[src/rtl/fsm_1101.sv]
`default_nettype none
// ============================================================================
//  Module   : fsm_1101
//  Purpose  : Mealy serial sequence detector for the pattern 1-1-0-1,
//             overlapping occurrences included. One bit is consumed on
//             every rising clock edge; the detection strobe is asserted
//             combinationally in the same cycle the completing '1' is
//             present on the input.
//  Ports    : clk  - system clock, rising-edge active
//             rst  - asynchronous, active-high reset (state -> S0)
//             in   - serial data bit
//             out  - detection strobe (state == S3 and in == 1)
//  Revision : 1.0 - initial release
// ============================================================================
module fsm_1101 (
  input  logic clk,
  input  logic rst,
  input  logic in,
  output logic out
);

  // Binary encoding is fixed so that `state` can be probed hierarchically
  // and interpreted as "number of pattern bits matched so far".
  typedef enum logic [1:0] {
    S0 = 2'd0,  // nothing matched
    S1 = 2'd1,  // "1"
    S2 = 2'd2,  // "11"
    S3 = 2'd3   // "110"
  } state_t;

  state_t state;
  state_t state_d;

  // Next-state logic. Each transition lands on the longest suffix of the
  // bits seen so far that is still a prefix of 1101, which is what makes
  // overlapping matches fall out naturally.
  always_comb begin
    state_d = S0;
    case (state)
      S0:      state_d = in ? S1 : S0;
      S1:      state_d = in ? S2 : S0;
      // A run of ones keeps the "11" prefix alive.
      S2:      state_d = in ? S2 : S3;
      // The terminal '1' of a match is itself the first '1' of the next one.
      S3:      state_d = in ? S1 : S0;
      // Any corrupted value recovers to idle on the next edge.
      default: state_d = S0;
    endcase
  end

  always_ff @(posedge clk or posedge rst) begin
    if (rst) begin
      state <= S0;
    end else begin
      state <= state_d;
    end
  end

  // Mealy strobe: zero-latency, valid while the completing bit is applied.
  assign out = (state == S3) && in;

endmodule
`default_nettype wire

[config.mk]
export PLATFORM = sky130hd
export DESIGN_NAME = fsm_1101
export DESIGN_NICKNAME = d
export VERILOG_FILES = /design/src/rtl/fsm_1101.sv
export SDC_FILE = /design/constraint.sdc
export NUM_CORES = 1
export LEC_CHECK = 0
export BUFFER_PORTS_ARGS = -buffer_cell sky130_fd_sc_hd__buf_2
export CAP_MARGIN = 20
export CORE_AREA = 2 2 39 41
export DETAILED_ROUTE_END_ITERATION = 10
export DIE_AREA = 0 0 41 43
export GPL_ROUTABILITY_DRIVEN = 0
export HOLD_SLACK_MARGIN = 0.05
export PLACE_DENSITY = 0.3
export SLEW_MARGIN = 30
export SYNTH_ARGS = -nofsm -noshare
export SYNTH_HDL_FRONTEND = slang
export SYNTH_SLANG_ARGS = --single-unit
export TNS_END_PERCENT = 10
[constraint.sdc]
create_clock -name clk -period 1.3 [get_ports clk]
set_input_delay 0.13 -clock clk [delete_from_list [all_inputs] [get_ports clk]]
set_output_delay 0.13 -clock clk [all_outputs]
set_load 0.005 [all_outputs]
Yosys cells after proc, flatten, opt, wreduce, memory -nomap -nowiden
Index checks and enable logic that the tools add are counted.
{"block": "op_classes", "n_eq_ne": 3, "muxes": 4, "n_reduce_logical": 3}
{"cell": "$pmux 2 s3", "count": 1}
{"cell": "$eq 2x2->1 const B", "count": 2}
{"cell": "$eq 2x1->1 const B", "count": 1}
{"cell": "$logic_not 2->1", "count": 1}
{"cell": "$mux 1", "count": 2}
{"cell": "$mux 2", "count": 1}
{"cell": "$reduce_or 2->1", "count": 1}
{"cell": "$logic_and 1x1->1", "count": 1}
{"block": "totals", "reg_bits": 2, "in_bits": 3, "output_inout_bits": 1, "elab_cells": 11}

Logic depth before layout (Yosys ltp)
{"block": "depth", "depth_word": 3, "ltp_mapped": 3, "ltp_nobuf": 3}

Least setup slack after synthesis
OpenSTA, ideal clock, no wires.
{"block": "synth_path", "path_type": "register to register", "from": "reg state[0]", "to": "reg state[0]", "setup_time_ns": 0.125, "t_arrival_ns": 0.905, "required_ns": 1.175, "path_slack_ns": 0.269, "stages_incl_launch_ff": 4, "n_path_buf": 0, "period_less_slack_ns": 1.031, "cell_sequence": "dfrtp_1 > inv_1 > ha_1 > mux2_4"}
{"block": "synth_between", "elab_chain_len": 3, "elab_cells_between_ends": 6, "classes_between": "3 x eq/ne; 1 x mux; 2 x reduce/logical"}
{"element": "start: declaration", "line_no": "31", "rtl": "state_t state;"}
{"element": "start signal: assignment", "line_no": "55", "rtl": "state <= state_d;"}
{"element": "$eq 2x2->1 / $logic_not 2->1 (equally long branches)", "line_no": "39", "rtl": "case (state)"}
{"element": "$reduce_or 2->1 (no source line)"}
{"element": "$pmux 2 s3 (*)", "line_no": "39"}
{"element": "named net state_d[0]", "line_no": "32", "rtl": "state_t state_d;"}
The timed path passes the listed nets; every way through them passes the cells marked *.

Worst setup path in the final report
{"block": "layout_path", "from": "reg state[0]", "to": "out out"}
{"block": "layout_between", "elab_chain_len": 2}
{"element": "$eq 2x2->1", "line_no": "60", "rtl": "assign out = (state == S3) && in;"}
{"element": "$logic_and 1x1->1", "line_no": "60"}
{"element": "end: declaration", "line_no": "19", "rtl": "output logic out"}
No other way between the ends.

==> run_results.csv <==
group,metric,value,unit
global_routing,antenna_found_initial,0,
global_routing,grt_usage,0.0392,
min_path,min_path_type,"in -> reg",
finish,top_regs,"state: 2 flops",
finish,drive_above_1_share,0.444,
cts,cts_root_buf,"clkbuf_4",
synth,synthArstFlopShare,1.00,
sta,setup_viol,0,
route,via_count,87,
global_routing,grt_pass1_wl,365,um
route,drt-pass1-iter-count,1,
cts,cts_resized,0,
worst_setup_path,cp.required,1.17,ns
global_routing,grt_pass1_vias,118,
power,power_density,1830,mW/mm^2
die,core,0.00138,mm^2
global_routing,grt_max_degree,4,
finish,largest_reg_flops,2,
synth,synth_cells,11,
power,total_power,365,uW
finish,final_nets,26,
worst_setup_path,rrSetupSlack,0.21,ns
sta,hold_viol_final,0,
route,drtIter0Drc,0,
worst_setup_path,start_kind,"flip-flop",
sta,rsz0062_at_grt,"false",
sta,finalCritPeriodShare,0.909,
sta,drv_slew,0,
cts,cts_tree,"built",
route,wire_per_inst,6.03,um
synth,synthTopCellsByArea,"dfrtp_1, ha_1, mux2_4, inv_1, mux2_2",
status,status,"completed",
route,vias_per_cell,2.56,
die,die_h,43,um
worst_setup_path,crit_chain,"ha_1 -> and2_1 -> buf_2",
power,leakagePower,0.109,nW
synth,yosysUniqueCellTypes,6,
worst_setup_path,crit_slowest_cell,"dfrtp_1",
synth,syn_avg_cell_area,11.9,um^2
die,die_w,41,um
cts,clock_latency,0.22,ns
worst_setup_path,slowest_delay,0.39,ns
die,io_pins,4,
place,dpl_cell_area,166,um^2
cts,htree_levels,1,
synth,synth_area,131,um^2
sta,clock_skew,0.000546,ns
finish,final_util,0.144,
sta,min_period,1.18,ns
synth,syn-num-nets,17,
synth,yosys_warnings,0,
route,ant_nets,0,
sta,worstMarginPinSlew,0.116,ns
synth,synth_seq_area_share,0.381,
worst_setup_path,critPathKind,"reg -> out",
finish,largest_register,"state",
sta,whs,0.191,ns
synth,synth_flop_cell,"dfrtp_1",
cts,cts_buffer_depth,2,
route,routed_wl,205,um
synth,synth_edf_count,0,
die,initial_core_util,0.0949,
global_routing,grt_overflow,0,
synth,synth.largest_area_cell,"dfrtp_1",
worst_setup_path,path_max_fanout,3,
die,row_count,14,
die,die-area,0.00176,mm^2
sta,slew-limit-headroom,0.923,
synth,yosys-top-cells-count,"ha_1, inv_1, dfrtp_1",
route,drc_errors,0,
worst_setup_path,worst_setup_path_end_kind,"output port",
place,io_buffers,3,
job,cap_viol_max_count,0,
finish,areaGrowthSynthToFinish,51.4,%
synth,yosys.area.top_type_share,0.381,
sta,fmax,846,MHz
cts,cts_buffers,3,
worst_setup_path,cp.arrival,1.05,ns
synth,ys_ff_latch,2,
finish,design_area,199,um^2
sta,fin_setup_tns,0,ns
cts,cts.clk_slew.worst_paths,0.03,ns
power,irDropWorstVdd,0.568,mV
cts,clock_sinks,2,
finish,antenna_cells,0,
-- where the power goes --
part           total (mW)  switching (mW)  internal [mW]
combinational       0.115          0.0421         0.0727
clock               0.136          0.0344          0.102
sequential          0.114          0.0229         0.0910
total               0.365          0.0993          0.265
-- layout by cell type, fill, tap and decap left out --
| cell | n |
|---|---|
| and2_1 | 1 |
| buf_2 | 3 |
| clkbuf_4 | 3 |
| dfrtp_1 | 2 |
| dlygate4sd3_1 | 1 |
| ha_1 | 3 |
| inv_1 | 3 |
| mux2_2 | 1 |
| mux2_4 | 1 |
-- area by class of cell --
cell class	instances	area [um^2]
clock buffer	3	22.5
fill	153	1180
inverter	3	11.3
multi-input combinational	6	70.1
sequential	2	50.0
tap	16	20.0
timing repair buffer	4	25.0
-- cell families (layout without fill, tap and decap cells) --
family | Yosys count | in the layout | synth area share
adders and majority gates | 3 | 3 | 0.286
DFF | 2 | 2 | 0.381
muxes | 2 | 2 | 0.200
buffers and inverters | 3 | 10 | 0.0857
and+or+nand+nor | 1 | 1 | 0.0476
-- critical path: cells and delay by family (launching register included) --
kind	cells	cell delay (ns)
adders and majority gates	1	0.19
buffers and inverters	1	0.12
DFF	1	0.39
and+or+nand+nor	1	0.13
-- path summary, 6_finish.rpt --
path	startpoint	to	cells past startpoint
worst max-delay path	state[0]$_DFF_PP0_	out	3
worst min-delay path	in	state[1]$_DFF_PP0_	2
worst max register to register	state[0]$_DFF_PP0_	state[0]$_DFF_PP0_	3
worst min register to register	state[1]$_DFF_PP0_	state[0]$_DFF_PP0_	2
max in group asynchronous	rst	state[1]$_DFF_PP0_	3
min in group asynchronous	rst	state[0]$_DFF_PP0_	3
-- what timing repair did --
action | in CTS | in global routing
hold buffers | 1 | 0
buffers inserted | 0 | 0
hold endpoints to repair | 2 | 0
-- stage by stage --
step / std cells / setup slack (ns)
finish: 34 / 0.118
global route: 34 / 0.0538
CTS: 34 / 0.102
detailed placement: 30 / 0.221
global placement: 30 / 0.245
floorplan: 11 / 0.269
-- per-layer routing --
metal / global-route usage / vias to the layer above / routed length [um]
li1: - / 48 / -
met1: 0.0289 / 35 / 84
met2: 0.0469 / 4 / 99
met3: 0.0157 / 0 / 21
met4: 0.0800 / 0 / 0
met5: 0 / - / 0
Power figures use the tool's default switching activity.
